File: config.mk
export PLATFORM = sky130hd
export DESIGN_NAME = trigger_ctrl
export DESIGN_NICKNAME = d
export VERILOG_FILES = /design/src/rtl/trigger_ctrl.sv
export SDC_FILE = /design/constraint.sdc
export NUM_CORES = 1
export LEC_CHECK = 0
export ABC_AREA = 1
export ABC_CLOCK_PERIOD_IN_PS = 1300
export BUFFER_PORTS_ARGS = -buffer_cell sky130_fd_sc_hd__buf_2
export CORE_MARGIN = 2
export CORE_UTILIZATION = 41
export DETAILED_ROUTE_END_ITERATION = 8
export PLACE_DENSITY_LB_ADDON = 0.05
export SYNTH_ARGS = -nofsm -noshare
export SYNTH_HDL_FRONTEND = slang
export SYNTH_SLANG_ARGS = --single-unit
File: constraint.sdc
create_clock -name clk -period 1.3 [get_ports clk]
set_input_delay 0.26 -clock clk [delete_from_list [all_inputs] [get_ports clk]]
set_output_delay 0.26 -clock clk [all_outputs]
set_load 0.03 [all_outputs]
File: src/rtl/trigger_ctrl.sv
// -----------------------------------------------------------------------------
// trigger_ctrl
//
// Capture controller for a logic-analyser style trace buffer. After an arm
// request it clears the buffer writer, waits until the buffer has been filled
// once (full pre-trigger history), then watches for a masked compare match.
// The matching sample is tagged, and post_count further samples are stored
// after it before the controller parks in DONE.
//
// Build option:
//   TRIGGER_EDGE_EN  defined   -> trigger on a rising match (hit now, no hit
//                                 on the previous sampled cycle)
//                    undefined -> level trigger (hit alone)
//
// Parameters:
//   DATA_WIDTH  sample width / capture buffer data width
//   ADDR_WIDTH  capture buffer address width (depth 2^ADDR_WIDTH)
//
// Ports:
//   clk           sole clock, posedge
//   reset         asynchronous, active-high reset
//   arm           single-cycle start-capture request (ignored while busy)
//   abort         cancel capture; wins over arm
//   i_data        probed signals, sampled every cycle
//   trig_mask     bits taking part in the trigger compare
//   trig_value    required value of the masked bits
//   post_count    samples stored after the trigger sample, sampled on arm
//   waddr         current write address reported by the buffer writer
//   primed        buffer-has-been-full-once flag from the buffer writer
//   buf_clear     one-cycle pulse resetting the buffer writer
//   write_enable  buffer write strobe, aligned with o_data
//   o_data        i_data delayed by one cycle
//   trig_addr     buffer address holding the trigger sample
//   busy          high in FILL, WAIT_TRIG and POST
//   done          high in DONE
//   dbg_state     current FSM state (IDLE=0 FILL=1 WAIT_TRIG=2 POST=3 DONE=4)
//
// Handshake: arm and abort are level-sampled single-cycle requests on the
// rising clock edge; write_enable qualifies o_data in the same cycle and the
// buffer writer is expected to store o_data at waddr whenever it is high.
// -----------------------------------------------------------------------------
module trigger_ctrl #(
   parameter int DATA_WIDTH = 8,
   parameter int ADDR_WIDTH = 4
) (
   input  logic                  clk,
   input  logic                  reset,
   input  logic                  arm,
   input  logic                  abort,
   input  logic [DATA_WIDTH-1:0] i_data,
   input  logic [DATA_WIDTH-1:0] trig_mask,
   input  logic [DATA_WIDTH-1:0] trig_value,
   input  logic [ADDR_WIDTH-1:0] post_count,
   input  logic [ADDR_WIDTH-1:0] waddr,
   input  logic                  primed,
   output logic                  buf_clear,
   output logic                  write_enable,
   output logic [DATA_WIDTH-1:0] o_data,
   output logic [ADDR_WIDTH-1:0] trig_addr,
   output logic                  busy,
   output logic                  done,
   output logic [2:0]            dbg_state
);

   typedef enum logic [2:0] {
      S_IDLE = 3'd0,
      S_FILL = 3'd1,
      S_WAIT = 3'd2,
      S_POST = 3'd3,
      S_DONE = 3'd4
   } state_t;

   localparam logic [ADDR_WIDTH-1:0] CNT_ONE = ADDR_WIDTH'(1);

   state_t                  state_q;
   logic [ADDR_WIDTH-1:0]   cnt_q;
   logic                    flag_q;
   logic                    buf_clear_q;
   logic                    we_q;
   logic [DATA_WIDTH-1:0]   o_data_q;
   logic [ADDR_WIDTH-1:0]   trig_addr_q;
   logic                    busy_q;
   logic                    done_q;

   logic                    hit;
   logic                    trig_d;
   logic                    we_d;

   assign hit = (((i_data ^ trig_value) & trig_mask) == '0);

`ifdef TRIGGER_EDGE_EN
   logic prev_hit_q;

   // Tracks the compare result every cycle, independent of FSM state, so the
   // first WAIT_TRIG cycle already knows whether the match was present before.
   always_ff @(posedge clk or posedge reset) begin
      if (reset) prev_hit_q <= 1'b0;
      else       prev_hit_q <= hit;
   end

   assign trig_d = hit & ~prev_hit_q;
`else
   assign trig_d = hit;
`endif

   // A sample is written one cycle after every capturing cycle; abort kills
   // the write that would otherwise follow.
   always_comb begin
      we_d = 1'b0;
      if ((state_q == S_FILL) || (state_q == S_WAIT) || (state_q == S_POST)) begin
         we_d = ~abort;
      end
   end

   always_ff @(posedge clk or posedge reset) begin
      if (reset) begin
         state_q     <= S_IDLE;
         cnt_q       <= '0;
         flag_q      <= 1'b0;
         buf_clear_q <= 1'b0;
         we_q        <= 1'b0;
         o_data_q    <= '0;
         trig_addr_q <= '0;
         busy_q      <= 1'b0;
         done_q      <= 1'b0;
      end else begin
         buf_clear_q <= 1'b0;
         flag_q      <= 1'b0;
         o_data_q    <= i_data;
         we_q        <= we_d;

         // The tagged sample is on o_data now; its buffer slot is waddr.
         if (we_q && flag_q && !abort) begin
            trig_addr_q <= waddr;
         end

         if (abort) begin
            state_q <= S_IDLE;
            busy_q  <= 1'b0;
            done_q  <= 1'b0;
         end else begin
            case (state_q)
               S_IDLE, S_DONE: begin
                  if (arm) begin
                     state_q     <= S_FILL;
                     busy_q      <= 1'b1;
                     done_q      <= 1'b0;
                     buf_clear_q <= 1'b1;
                     cnt_q       <= post_count;
                  end
               end
               S_FILL: begin
                  // While the clear pulse is still out, primed may be stale
                  // from the previous capture; wait for the writer to restart.
                  if (primed && !buf_clear_q) begin
                     state_q <= S_WAIT;
                  end
               end
               S_WAIT: begin
                  if (trig_d) begin
                     flag_q <= 1'b1;
                     // With no post samples requested the trigger sample is the
                     // last write, so skip POST entirely.
                     if (cnt_q == '0) begin
                        state_q <= S_DONE;
                        busy_q  <= 1'b0;
                        done_q  <= 1'b1;
                     end else begin
                        state_q <= S_POST;
                     end
                  end
               end
               S_POST: begin
                  // Each POST cycle yields exactly one post-trigger write.
                  cnt_q <= cnt_q - CNT_ONE;
                  if (cnt_q == CNT_ONE) begin
                     state_q <= S_DONE;
                     busy_q  <= 1'b0;
                     done_q  <= 1'b1;
                  end
               end
               default: begin
                  state_q <= S_IDLE;
                  busy_q  <= 1'b0;
                  done_q  <= 1'b0;
               end
            endcase
         end
      end
   end

   assign buf_clear    = buf_clear_q;
   assign write_enable = we_q;
   assign o_data       = o_data_q;
   assign trig_addr    = trig_addr_q;
   assign busy         = busy_q;
   assign done         = done_q;
   assign dbg_state    = state_q;

endmodule

==> out/metrics.yaml <==
clock_sinks: 24
rsz0062_at_grt: "true"
critPathRequiredTime_ns: 1.50
die_area_sq_um: 3340
synth_cell_types: 20
antenna_found_initial: 0
start_kind: "flop"
total_power_mw: 3.10
p_per_area_nw_per_um2: 1780
relSlewSlack_pct: 79.7
n_fill_cell: 254
fmax_mhz: 736
utilization_pct: 63.2
netlist.top_cell.by_area: "dfrtp_1"
p_leak_nw: 1.01
avgSynthCellArea_sq_um: 8.08
min_to: "o_data[5]"
finalCritPeriodShare_pct: 104
peakVddDrop_v: 0.00133
cts_buffer_depth: 2
routedWlPerCell_um: 11.3
min_path_cells: 1
path_common_cell: "nand2_2"
path_clk_slew_ns: 0.14
synth_edf_count: 0
crit_path_max_incr_delay_ns: 0.40
violations: "setup timing"
r2r_cells: 8
crit_family: "flip-flops"
firstDrtPassIters: 4
cts_tree: "done"
min_from: "i_data[5]"
nets: 260
status: "finished with violations"
die_w_um: 57.8
drtIter0Drc: 35
critPathArrivalTime_ns: 1.56
finalCriticalPeriod_ns: 1.36
via_per_inst: 4.83
ctsHtreeMaxLevel: 1
hold_viol: 0
overflow: 0
grt_util_all_layers_pct: 18.7
dpl_cell_area_sq_um: 1570
finClkSkew_ns: 0.00552
fin_tns_setup_ns: -0.102
critical_path.max_fanout: 3
finalWirelength_um: 2830
dp_slack_ns: -0.0367
drv_cap: 0
clkLatencyLatePin_ns: 0.31
ant_nets: 0
ys_warn_count: 0
slew_violations: 0
synthFlopType: "dfrtp_1"
floorplan.rows: 19
port_buffers: 55
gp_congestion: 0.823
hold_class: "in2reg"
yosys-top-cells-area: "dfrtp_1, nand2_1, inv_1"
regToRegEndpoint: "dbg_state[1]"
vias: 1213
ys_seq_area_share_pct: 50.6
synth_seq_cells: 24
cp_cell_sequence: "inv_2, ha_4, nand3_2, nand2_2, nand2_2, a21oi_4, buf_4, a31oi_2"
io_pins: 56
start_util_pct: 43.1
critPathKind: "reg2reg"
grt_pass1_vias: 1221
syn-num-nets: 186
max_slew.worst_pin.slew_ns: 0.305
area_growth_pct: 46.9
syn_area_sq_um: 1190
synth_cells: 147
yosysTopAreaCellShare_pct: 50.6
async_flop_share_pct: 100
critPathCaptureType: "flop"
drive_above_1_share_pct: 45.0
coreArea_sq_um: 2760
hpwl_um: 2200
crit_path_top_delay_cell: "dfrtp_1"
r2r-start: "cnt_q[1]"
finalInstanceArea_sq_um: 1740
setup_slack_ns: -0.0581
cts_buffers: 3
crit_buf_inv: 2
diodes: 0
setup_viol: 4
grt_max_degree: 16
r2r_slack_ns: -0.06
fp.dieH_um: 57.8
grt_pass1_wl_um: 4810
drc_errors: 0
cts-root-buf: "clkbuf_4"
-- power breakdown --
part           switching, mW  total (mW)  internal (mW)
Combinational          0.871        1.51          0.640
Sequential             0.128        1.05          0.923
Clock                  0.226       0.538          0.312
-- final cells by class --
| type | instances | area (sq um) | area share (%) |
|---|---|---|---|
| Sequential cell | 24 | 604 | 34.6 |
| Multi-Input combinational cell | 94 | 542 | 31.1 |
| Inverter | 29 | 111 | 6.38 |
| Timing Repair Buffer | 69 | 395 | 22.7 |
| Tap cell | 31 | 38.8 | 2.22 |
| Clock buffer | 3 | 22.5 | 1.29 |
| Clock inverter | 1 | 30.0 | 1.72 |
-- kinds of logic after synthesis --
logic type	count (synthesis)	synth area share, %
buffers and inverters	29	9.17
flip-flops	24	50.6
AO/OA/AOI/OAI	14	7.17
adder cells (fa/ha/maj)	2	2.11
AND/OR/NAND/NOR	73	26.4
XOR/XNOR	1	0.738
multiplexers	4	3.79
-- cells in the mapped netlist (2+ instances only) --
cell / number
nand3_2: 2
inv_1: 26
ha_1: 2
nor2_1: 9
dfrtp_1: 24
nand2_1: 43
nand3_1: 15
nor3_1: 2
inv_2: 3
mux2_2: 4
o21ai_0: 8
-- metrics by stage --
| stage | instances | hold WS [ns] |
|---|---|---|
| global placement | 242 | 0.259 |
| CTS | 248 | 0.0552 |
| floorplan | 147 | 0.274 |
| finish | 251 | 0.0635 |
| detailed placement | 242 | 0.263 |
| global route | 251 | 0.0386 |
-- timing repair --
action / CTS / global route
setup buffers: 1 / 3
endpoints found under the hold margin: 24 / 0
pin swaps: 7 / 8
gates resized for setup: 10 / 15
hold buffers: 1 / 0
setup endpoints to repair: 5 / 11
-- worst max-delay path by stage --
stage	slack [ns]	cells after the start	to	start
6_report	-0.06	8	dbg_state[1]	cnt_q[1]
5_1_grt	-0.13	6	dbg_state[1]	dbg_state[1]
4_1_cts	-0.04	9	done	cnt_q[1]
3_5_place_dp	-0.04	9	done	cnt_q[1]
3_3_place_gp	0.008	9	done	cnt_q[0]
2_1_floorplan	0.01	9	busy	cnt_q[0]
-- cells in the final DEF, fill, tap and decap left out, types with 2 or more instances in the layout --
| master | Yosys | routed |
|---|---|---|
| nor2_1 | 9 | 6 |
| clkbuf_4 | 0 | 3 |
| dfrtp_2 | 0 | 3 |
| nand3_1 | 15 | 13 |
| nand2_1 | 43 | 40 |
| buf_4 | 0 | 13 |
| nor3_1 | 2 | 2 |
| buf_2 | 0 | 53 |
| inv_1 | 26 | 24 |
| dfrtp_1 | 24 | 21 |
| o21ai_0 | 8 | 6 |
| o21ai_1 | 1 | 3 |
| nand2_2 | 0 | 3 |
| mux2_2 | 4 | 4 |
| nor2_2 | 0 | 3 |
| inv_2 | 3 | 4 |
| nand3_2 | 2 | 4 |
| ha_4 | 0 | 2 |
| buf_6 | 0 | 2 |
-- per-layer routing --
layer / wire length, um / vias up / part of all wire, % / GRT usage [%]
li1: - / 609 / - / -
met1: 1120 / 554 / 40 / 20.7
met2: 1500 / 46 / 53 / 34.3
met5: 0 / - / 0 / 0
met4: 34 / 0 / 1.2 / 8.64
met3: 175 / 4 / 6.2 / 3.57
-- registers in the layout (all words and copies together) (netlist names) --
name	flops
o_data	8
cnt_q	4
trig_addr	4
dbg_state	3
buf_clear	1
busy	1
done	1
flag_q	1
write_enable	1
(Power assumes the default switching activity.)
